## src/rtl/video_output_pipe_pkg.sv

```systemverilog
// rtl/video_output_pipe_pkg.sv - shared constants, types and helpers for the video output pipe
package video_pkg;

   // BT.601 coefficient magnitudes; signs are applied in the summation
   localparam logic [7:0] C_Y_R  = 8'd66;
   localparam logic [7:0] C_Y_G  = 8'd129;
   localparam logic [7:0] C_Y_B  = 8'd25;
   localparam logic [7:0] C_PB_R = 8'd38;
   localparam logic [7:0] C_PB_G = 8'd74;
   localparam logic [7:0] C_PB_B = 8'd112;
   localparam logic [7:0] C_PR_R = 8'd112;
   localparam logic [7:0] C_PR_G = 8'd94;
   localparam logic [7:0] C_PR_B = 8'd18;

   localparam logic signed [16:0] OFS_Y = 17'sd4096;
   localparam logic signed [16:0] OFS_C = 17'sd32768;

   // limited-range clamp limits
   localparam logic [7:0] Y_MIN = 8'd16;
   localparam logic [7:0] Y_MAX = 8'd235;
   localparam logic [7:0] C_MIN = 8'd16;
   localparam logic [7:0] C_MAX = 8'd240;

   // full-range expansion gains (x/256)
   localparam logic [8:0] K_FULL_Y = 9'd298;
   localparam logic [8:0] K_FULL_C = 9'd291;

   typedef enum logic [1:0] {
      SCAN_OFF   = 2'd0,
      SCAN_DIM25 = 2'd1,
      SCAN_DIM50 = 2'd2,
      SCAN_DIM75 = 2'd3
   } scan_lvl_e;

   typedef struct packed {
      logic [7:0] r;
      logic [7:0] g;
      logic [7:0] b;
      logic       hs;
      logic       vs;
      logic       de;
   } pix_t;

   // take the integer part (bits 16:8) of a fixed-point sum and clamp it
   function automatic logic [7:0] clamp8(input logic signed [16:0] s,
                                         input logic [7:0] lo, input logic [7:0] hi);
      logic signed [8:0] v;
      logic [7:0]        o;
      v = s[16:8];
      if (v < $signed({1'b0, lo}))      o = lo;
      else if (v > $signed({1'b0, hi})) o = hi;
      else                              o = v[7:0];
      return o;
   endfunction

   // ((c-16)*k+128)>>8 saturated to 255; c is already clamped to >= 16
   function automatic logic [7:0] expand_full(input logic [7:0] c, input logic [8:0] k);
      logic [17:0] t;
      logic [7:0]  o;
      t = 18'(c - 8'd16) * 18'(k) + 18'd128;
      if (t[17:16] != 2'b00) o = 8'hFF;
      else                   o = t[15:8];
      return o;
   endfunction

endpackage

```

## src/rtl/video_output_pipe_if.sv

```systemverilog
// rtl/video_output_pipe_if.sv - pixel, control and output bundle of the video output pipe
interface video_output_pipe_if #(
   parameter int CW = 6,
   parameter int OW = 6
);
   logic          ce_pix;
   logic [CW-1:0] r_in;
   logic [CW-1:0] g_in;
   logic [CW-1:0] b_in;
   logic          hs_in;
   logic          vs_in;
   logic          hblank;
   logic          vblank;
   logic [1:0]    scanlines;
   logic          scan_phase;
   logic          ypbpr;
   logic          ypbpr_full;
   logic          csync;
   logic [OW-1:0] r_out;
   logic [OW-1:0] g_out;
   logic [OW-1:0] b_out;
   logic          hs_out;
   logic          vs_out;
   logic          de_out;

   modport master (
      output ce_pix, r_in, g_in, b_in, hs_in, vs_in, hblank, vblank,
             scanlines, scan_phase, ypbpr, ypbpr_full, csync,
      input  r_out, g_out, b_out, hs_out, vs_out, de_out
   );

   modport slave (
      input  ce_pix, r_in, g_in, b_in, hs_in, vs_in, hblank, vblank,
             scanlines, scan_phase, ypbpr, ypbpr_full, csync,
      output r_out, g_out, b_out, hs_out, vs_out, de_out
   );
endinterface

```

## src/rtl/video_output_pipe_rgb2ypbpr.sv

```systemverilog
// rtl/video_output_pipe_rgb2ypbpr.sv - two-stage RGB to limited-range YPbPr converter
module rgb2ypbpr
   import video_pkg::*;
(
   input  logic       clk_sys,
   input  logic       reset_n,
   input  logic       ce_i,
   input  logic [7:0] r_i,
   input  logic [7:0] g_i,
   input  logic [7:0] b_i,
   output logic [7:0] y_o,
   output logic [7:0] pb_o,
   output logic [7:0] pr_o
);
   logic [15:0]        prod_d [9];
   logic [15:0]        prod_q [9];
   logic signed [16:0] y_sum, pb_sum, pr_sum;
   logic [7:0]         y_d, pb_d, pr_d;
   logic [7:0]         y_q, pb_q, pr_q;

   function automatic logic signed [16:0] sx(input logic [15:0] p);
      return $signed({1'b0, p});
   endfunction

   // coefficient products: Y row, Pb row, Pr row
   always_comb begin
      prod_d[0] = 16'(r_i) * 16'(C_Y_R);
      prod_d[1] = 16'(g_i) * 16'(C_Y_G);
      prod_d[2] = 16'(b_i) * 16'(C_Y_B);
      prod_d[3] = 16'(r_i) * 16'(C_PB_R);
      prod_d[4] = 16'(g_i) * 16'(C_PB_G);
      prod_d[5] = 16'(b_i) * 16'(C_PB_B);
      prod_d[6] = 16'(r_i) * 16'(C_PR_R);
      prod_d[7] = 16'(g_i) * 16'(C_PR_G);
      prod_d[8] = 16'(b_i) * 16'(C_PR_B);
   end

   // offset sums, integer part taken and clamped to the limited range
   always_comb begin
      y_sum  = OFS_Y + sx(prod_q[0]) + sx(prod_q[1]) + sx(prod_q[2]);
      pb_sum = OFS_C - sx(prod_q[3]) - sx(prod_q[4]) + sx(prod_q[5]);
      pr_sum = OFS_C + sx(prod_q[6]) - sx(prod_q[7]) - sx(prod_q[8]);
      y_d    = clamp8(y_sum,  Y_MIN, Y_MAX);
      pb_d   = clamp8(pb_sum, C_MIN, C_MAX);
      pr_d   = clamp8(pr_sum, C_MIN, C_MAX);
   end

   // product stage then sum/clamp stage, both advancing on the pixel enable
   always_ff @(posedge clk_sys or negedge reset_n) begin
      if (!reset_n) begin
         for (int i = 0; i < 9; i++) prod_q[i] <= '0;
         y_q  <= '0;
         pb_q <= '0;
         pr_q <= '0;
      end else if (ce_i) begin
         for (int i = 0; i < 9; i++) prod_q[i] <= prod_d[i];
         y_q  <= y_d;
         pb_q <= pb_d;
         pr_q <= pr_d;
      end
   end

   assign y_o  = y_q;
   assign pb_o = pb_q;
   assign pr_o = pr_q;
endmodule

```

## src/rtl/video_output_pipe.sv

```systemverilog
// rtl/video_output_pipe.sv - four-stage video output pipe: scanlines, optional YPbPr, sync shaping
module video_output_pipe
   import video_pkg::*;
#(
   parameter int CW      = 6,
   parameter int OW      = 6,
   parameter int LATENCY = 4
) (
   input logic                clk_sys,
   input logic                reset_n,
   video_output_pipe_if.slave vid
);
   if (LATENCY != 4 || CW < 3 || CW > 8 || OW < 4 || OW > 8) begin : g_bad_param
      $error("video_output_pipe: unsupported CW/OW/LATENCY");
   end

   // MSB replication so full scale maps to 255
   function automatic logic [7:0] widen(input logic [CW-1:0] v);
      logic [7:0] w;
      for (int i = 0; i < 8; i++) w[7-i] = v[CW-1-(i%CW)];
      return w;
   endfunction

   function automatic logic [7:0] shade(input logic [7:0] v, input logic dark,
                                        input scan_lvl_e lvl);
      logic [7:0] o;
      o = v;
      if (dark) begin
         case (lvl)
            SCAN_DIM25: o = (v >> 1) + (v >> 2);
            SCAN_DIM50: o = v >> 1;
            SCAN_DIM75: o = v >> 2;
            default:    o = v;
         endcase
      end
      return o;
   endfunction

   logic      hs_prev_q, vs_prev_q;
   logic      hs_fall, vs_fall;
   logic      line_flag_q, line_flag_d;
   scan_lvl_e scan_sh_q;
   logic      ypbpr_sh_q, full_sh_q, csync_sh_q;

   pix_t       s1_d, s1_q, s2_q, s3_q;
   logic [7:0] y_c, pb_c, pr_c;
   logic [7:0] y_f, pb_f, pr_f;
   logic [7:0] oc_r, oc_g, oc_b;
   logic       hs_d, vs_d, sync_comp;

   logic [OW-1:0] r_out_q, g_out_q, b_out_q;
   logic          hs_out_q, vs_out_q, de_out_q;

   assign hs_fall = hs_prev_q & ~vid.hs_in;
   assign vs_fall = vs_prev_q & ~vid.vs_in;

   // line parity: a frame-start load takes precedence over the per-line toggle
   always_comb begin
      line_flag_d = line_flag_q;
      if (vs_fall)      line_flag_d = vid.scan_phase;
      else if (hs_fall) line_flag_d = ~line_flag_q;
   end

   // sync edge history, line flag and per-frame shadow copies of the mode controls
   always_ff @(posedge clk_sys or negedge reset_n) begin
      if (!reset_n) begin
         hs_prev_q   <= 1'b0;
         vs_prev_q   <= 1'b0;
         line_flag_q <= 1'b0;
         scan_sh_q   <= SCAN_OFF;
         ypbpr_sh_q  <= 1'b0;
         full_sh_q   <= 1'b0;
         csync_sh_q  <= 1'b0;
      end else if (vid.ce_pix) begin
         hs_prev_q   <= vid.hs_in;
         vs_prev_q   <= vid.vs_in;
         line_flag_q <= line_flag_d;
         if (vs_fall) begin
            scan_sh_q  <= scan_lvl_e'(vid.scanlines);
            ypbpr_sh_q <= vid.ypbpr;
            full_sh_q  <= vid.ypbpr_full;
            csync_sh_q <= vid.csync;
         end
      end
   end

   // stage 1: widen, darken alternate lines, blank
   always_comb begin
      s1_d    = '0;
      s1_d.de = ~(vid.hblank | vid.vblank);
      s1_d.hs = vid.hs_in;
      s1_d.vs = vid.vs_in;
      if (s1_d.de) begin
         s1_d.r = shade(widen(vid.r_in), line_flag_q, scan_sh_q);
         s1_d.g = shade(widen(vid.g_in), line_flag_q, scan_sh_q);
         s1_d.b = shade(widen(vid.b_in), line_flag_q, scan_sh_q);
      end
   end

   // stage 1 register and the RGB/sync/de delay line matching the converter
   always_ff @(posedge clk_sys or negedge reset_n) begin
      if (!reset_n) begin
         s1_q <= '0;
         s2_q <= '0;
         s3_q <= '0;
      end else if (vid.ce_pix) begin
         s1_q <= s1_d;
         s2_q <= s1_q;
         s3_q <= s2_q;
      end
   end

   rgb2ypbpr u_csc (
      .clk_sys (clk_sys),
      .reset_n (reset_n),
      .ce_i    (vid.ce_pix),
      .r_i     (s1_q.r),
      .g_i     (s1_q.g),
      .b_i     (s1_q.b),
      .y_o     (y_c),
      .pb_o    (pb_c),
      .pr_o    (pr_c)
   );

   // stage 4: optional full-range expansion, output mapping and sync mode
   always_comb begin
      y_f       = full_sh_q ? expand_full(y_c,  K_FULL_Y) : y_c;
      pb_f      = full_sh_q ? expand_full(pb_c, K_FULL_C) : pb_c;
      pr_f      = full_sh_q ? expand_full(pr_c, K_FULL_C) : pr_c;
      oc_r      = ypbpr_sh_q ? pr_f : s3_q.r;
      oc_g      = ypbpr_sh_q ? y_f  : s3_q.g;
      oc_b      = ypbpr_sh_q ? pb_f : s3_q.b;
      sync_comp = csync_sh_q | ypbpr_sh_q;
      hs_d      = sync_comp ? ~(s3_q.hs ^ s3_q.vs) : ~s3_q.hs;
      vs_d      = sync_comp ? 1'b1 : ~s3_q.vs;
   end

   // output register; syncs idle high
   always_ff @(posedge clk_sys or negedge reset_n) begin
      if (!reset_n) begin
         r_out_q  <= '0;
         g_out_q  <= '0;
         b_out_q  <= '0;
         hs_out_q <= 1'b1;
         vs_out_q <= 1'b1;
         de_out_q <= 1'b0;
      end else if (vid.ce_pix) begin
         r_out_q  <= oc_r[7 -: OW];
         g_out_q  <= oc_g[7 -: OW];
         b_out_q  <= oc_b[7 -: OW];
         hs_out_q <= hs_d;
         vs_out_q <= vs_d;
         de_out_q <= s3_q.de;
      end
   end

   assign vid.r_out  = r_out_q;
   assign vid.g_out  = g_out_q;
   assign vid.b_out  = b_out_q;
   assign vid.hs_out = hs_out_q;
   assign vid.vs_out = vs_out_q;
   assign vid.de_out = de_out_q;
endmodule

```

## src/flat_wrapper.sv

```systemverilog
// flat-port wrapper written by rule: the top's interface ports become plain ports
module video_output_pipe_flat import video_pkg::*;
#(
   parameter int CW      = 6,
   parameter int OW      = 6,
   parameter int LATENCY = 4
)
  (clk_sys, reset_n, vid_ce_pix, vid_r_in, vid_g_in, vid_b_in, vid_hs_in, vid_vs_in, vid_hblank, vid_vblank, vid_scanlines, vid_scan_phase, vid_ypbpr, vid_ypbpr_full, vid_csync, vid_r_out, vid_g_out, vid_b_out, vid_hs_out, vid_vs_out, vid_de_out);
  video_output_pipe_if #(.CW(CW), .OW(OW)) vid_i ();
  input logic clk_sys;
  input logic reset_n;
  input wire logic [$bits(vid_i.ce_pix)-1:0] vid_ce_pix;
  input wire logic [$bits(vid_i.r_in)-1:0] vid_r_in;
  input wire logic [$bits(vid_i.g_in)-1:0] vid_g_in;
  input wire logic [$bits(vid_i.b_in)-1:0] vid_b_in;
  input wire logic [$bits(vid_i.hs_in)-1:0] vid_hs_in;
  input wire logic [$bits(vid_i.vs_in)-1:0] vid_vs_in;
  input wire logic [$bits(vid_i.hblank)-1:0] vid_hblank;
  input wire logic [$bits(vid_i.vblank)-1:0] vid_vblank;
  input wire logic [$bits(vid_i.scanlines)-1:0] vid_scanlines;
  input wire logic [$bits(vid_i.scan_phase)-1:0] vid_scan_phase;
  input wire logic [$bits(vid_i.ypbpr)-1:0] vid_ypbpr;
  input wire logic [$bits(vid_i.ypbpr_full)-1:0] vid_ypbpr_full;
  input wire logic [$bits(vid_i.csync)-1:0] vid_csync;
  output wire logic [$bits(vid_i.r_out)-1:0] vid_r_out;
  output wire logic [$bits(vid_i.g_out)-1:0] vid_g_out;
  output wire logic [$bits(vid_i.b_out)-1:0] vid_b_out;
  output wire logic [$bits(vid_i.hs_out)-1:0] vid_hs_out;
  output wire logic [$bits(vid_i.vs_out)-1:0] vid_vs_out;
  output wire logic [$bits(vid_i.de_out)-1:0] vid_de_out;
  assign vid_i.ce_pix = vid_ce_pix;
  assign vid_i.r_in = vid_r_in;
  assign vid_i.g_in = vid_g_in;
  assign vid_i.b_in = vid_b_in;
  assign vid_i.hs_in = vid_hs_in;
  assign vid_i.vs_in = vid_vs_in;
  assign vid_i.hblank = vid_hblank;
  assign vid_i.vblank = vid_vblank;
  assign vid_i.scanlines = vid_scanlines;
  assign vid_i.scan_phase = vid_scan_phase;
  assign vid_i.ypbpr = vid_ypbpr;
  assign vid_i.ypbpr_full = vid_ypbpr_full;
  assign vid_i.csync = vid_csync;
  assign vid_r_out = vid_i.r_out;
  assign vid_g_out = vid_i.g_out;
  assign vid_b_out = vid_i.b_out;
  assign vid_hs_out = vid_i.hs_out;
  assign vid_vs_out = vid_i.vs_out;
  assign vid_de_out = vid_i.de_out;
  video_output_pipe #(.CW(CW), .OW(OW), .LATENCY(LATENCY)) u_core (.clk_sys(clk_sys), .reset_n(reset_n), .vid(vid_i));
endmodule
```

## config.mk

```make
export PLATFORM = sky130hd
export DESIGN_NAME = video_output_pipe_flat
export DESIGN_NICKNAME = d
export VERILOG_FILES = /design/src/rtl/video_output_pipe_pkg.sv /design/src/rtl/video_output_pipe_if.sv /design/src/rtl/video_output_pipe_rgb2ypbpr.sv /design/src/rtl/video_output_pipe.sv /design/src/flat_wrapper.sv
export SDC_FILE = /design/constraint.sdc
export NUM_CORES = 1
export LEC_CHECK = 0
export ABC_AREA = 1
export BUFFER_PORTS_ARGS = -buffer_cell sky130_fd_sc_hd__buf_4
export CORE_MARGIN = 2
export CORE_UTILIZATION = 38
export CTS_BUF_LIST = sky130_fd_sc_hd__clkbuf_4 sky130_fd_sc_hd__clkbuf_8 sky130_fd_sc_hd__clkbuf_16
export CTS_CLUSTER_SIZE = 20
export DETAILED_ROUTE_END_ITERATION = 12
export RECOVER_POWER = 50
export SYNTH_ARGS = -nofsm -noshare
export SYNTH_HDL_FRONTEND = slang
export SYNTH_SLANG_ARGS = --single-unit
export TNS_END_PERCENT = 100
```

## constraint.sdc

```tcl
create_clock -name clk_sys -period 6.2 [get_ports clk_sys]
set_clock_uncertainty 0.1 [all_clocks]
set_input_delay 0.93 -clock clk_sys [delete_from_list [all_inputs] [get_ports clk_sys]]
set_output_delay 0.93 -clock clk_sys [all_outputs]
set_load 0.03 [all_outputs]
```

==> flow_summary.ini <==
[final_layout]
antenna_cells = 0
layout-drive-gt1-share_pct = 6.15
nets = 3232
syn_to_final_growth_pct = 9.47
final_area_um2 = 23600
fin_cells = 3502

[synth]
synth_fa_ha_area_share_pct = 31.5
ys_ff_latch = 218
synth_cells = 2693
synth.net_count = 3199
synth_mux_area_share_pct = 0.105
postSynthAreaPerCell_um2 = 8.00
netlist.area_leader.share_pct = 25.1
netlist_area_um2 = 21500
synth.yosys.warnings = 0
synth_simple_gate_area_share_pct = 17.3
yosys.cell_types.count = 54
synth_seq_area_share_pct = 25.3
synth_top_family_by_area = adder cells
yosysTopAreaCell = dfrtp_1
synth_edf_count = 0
yosysMostFrequentCell = nand2_1
async_flop_share_pct = 100
synth_compound_area_share_pct = 13.2
netlist_top_cells_count = nand2_1, inv_1, ha_1
synth_area_leaders = dfrtp_1, ha_1, fa_1
ys.flop_type = dfrtp_1
synth_xor_area_share_pct = 3.08

[sta]
slew_viol_final = 189
period_share_pct = 83.3
fmax_mhz = 194
hold_ws_ns = 0.325
relSlewSlack_pct = -107
hold_viol = 0
fin_setup_tns_ns = 0
tightest_slew_ns = 3.10
setup_viol = 0
min_period_ns = 5.17
rsz0062_at_grt = no

[clock_tree]
cts_tree = built
hold_buffers = 0
cts_sinks = 218
cts_setup_buffers = 0
clkTransAtPathRegs_ns = 0.06
clk-insertion-delay-late_ns = 0.55
ctsLongestPathBuffers = 3
cts_made_buffers = 27
ctsResizeCount = 0
ctsRootBufferMaster = clkbuf_16
h-tree-depth = 1

[floorplanning]
dieHeight_um = 242
start_util_pct = 38.4
io_pins = 52
core_um2 = 56200
die_x_um = 242
rows = 87
die_area_um2 = 58600

[worst_hold_path]
hold_path_class = reg -> reg

[routing]
drtIter0Drc = 997
drc = 0
vias = 17600
dr.pass1.iters = 5
routedWlPerCell_um = 15.8
vias_per_cell = 5.02
drt-total-wl_um = 55400
ant_nets = 0

[status]
outcome = finished, violations left
violations = max-capacitance violations, max-slew violations

[setup_path]
required_ns = 6.52
cp_max_fo = 10
end_kind = flip-flop
crit_type = reg -> reg
arrival_ns = 5.49
worstSetupStartpointType = flip-flop

[placement]
dp.cells = 3453
place.gp.congestion = 0.903
dpl_cell_area_um2 = 22700
hpwl_um = 44000
numPortBuffers = 51

[global_route]
antenna_found_initial = 0
grt_pass1_wl_um = 91600
overflow = 0
track_usage_pct = 19.0
grt_pass1_vias = 17700
grt_start_max_net_pins = 121

[run]
drv_cap = 2
[placed cells by master, fill, tap and decap left out, types with 5 or more instances in the layout]
master / count
nor3_1: 17
a21o_1: 10
o211ai_1: 20
o21ai_0: 176
dfrtp_1: 216
nor2_1: 185
or2_2: 6
o22ai_1: 24
buf_4: 55
nand2_1: 545
o221ai_1: 9
a31oi_1: 14
nor2_2: 5
nand2_2: 21
inv_1: 459
a21oi_1: 196
xor2_1: 49
ha_1: 364
a21oi_2: 5
clkbuf_16: 27
nand4_1: 18
nand3_1: 77
nand3b_1: 5
xnor2_1: 25
nand3_2: 6
o21bai_1: 11
fa_1: 111
o31ai_1: 11
[per-layer routing]
metal  GRT usage (%)  share of wire [%]  vias to the layer above
met5               0                  0                        -
met4            3.96                2.0                        0
met3            1.72                3.4                       56
met2            32.0                 46                      311
met1            26.7                 48                     8378
li1                -                  -                     8828
[worst max-delay path, cell delays in order, from the launching register on]
cell and delay [ns]:
dfrtp_1 0.41, inv_1 0.17, ha_1 0.24, nand3_1 0.42
inv_1 0.34, ha_1 0.31, fa_1 0.51, inv_1 0.05
fa_1 0.52, inv_1 0.04, ha_1 0.19, ha_1 0.34
a21oi_1 0.25, o21ai_0 0.15, a221oi_1 0.34, nand2_1 0.09
nand2_1 0.07, nand2_1 0.05, nor2_2 0.21, nand2_1 0.09
nand2_1 0.07, a21oi_1 0.07
[sequential cells by signal (all words and copies together) (netlist names)]
signal               cells
u_core.csync_sh_q        1
u_core.full_sh_q         1
u_core.line_flag_q       1
u_core.s1_q             26
u_core.s2_q             20
u_core.s3_q             21
u_core.scan_sh_q         2
u_core.u_csc.pb_o        8
u_core.u_csc.pr_o        8
u_core.u_csc.prod_q     99
u_core.u_csc.y_o         8
u_core.vid.b_out         6
u_core.vid.de_out        1
u_core.vid.g_out         6
u_core.vid.hs_out        1
u_core.vid.r_out         6
u_core.vid.vs_out        1
u_core.vs_prev_q         1
u_core.ypbpr_sh_q        1
[cells by family (layout without fill, tap and decap cells)]
kind of cell	count (synthesis)	in the layout
AOI/OAI and AO/OA	504	504
buffers and inverters	522	575
xor gates and xnor gates	75	75
and+or+nand+nor	897	897
DFF	218	218
adders and majority gates	475	475
muxes	2	2
[path summary, 6_finish.rpt]
kind / from / end / slack [ns] / depth (start not counted)
max: u_core.u_csc.pb_o[4] / u_core.vid.b_out[0] / 1.03 / 21
min: u_core.s3_q[1] / u_core.vid.vs_out / 0.32 / 1
max reg2reg: u_core.u_csc.pb_o[4] / u_core.vid.b_out[0] / 1.03 / 21
min reg2reg: u_core.s3_q[1] / u_core.vid.vs_out / 0.32 / 1
max in group asynchronous: reset_n / u_core.u_csc.pr_o[3] / 2.08 / 2
min in group asynchronous: reset_n / u_core.s2_q[0] / 1.19 / 1
[area by class of cell]
cell class | count | area, um2
clock inverters | 16 | 205
fillers | 5738 | 32600
clock buffers | 33 | 739
flip-flops and latches | 218 | 5460
multi-input cells | 1953 | 14000
repair buffers | 59 | 439
inverters | 467 | 1750
well taps | 756 | 946
[stage by stage]
| stage | utilization, % | worst slack (ns) |
|---|---|---|
| floorplan | - | 1.62 |
| global placement | 40.3 | 1.18 |
| detailed placement | 40.3 | 1.05 |
| CTS | 42.0 | 1.04 |
| global route | 42.0 | 0.478 |
| finish | 42.0 | 1.03 |
Power is not shown: default switching activity piles up to over one toggle a cycle in this logic, so the estimate is an artifact.
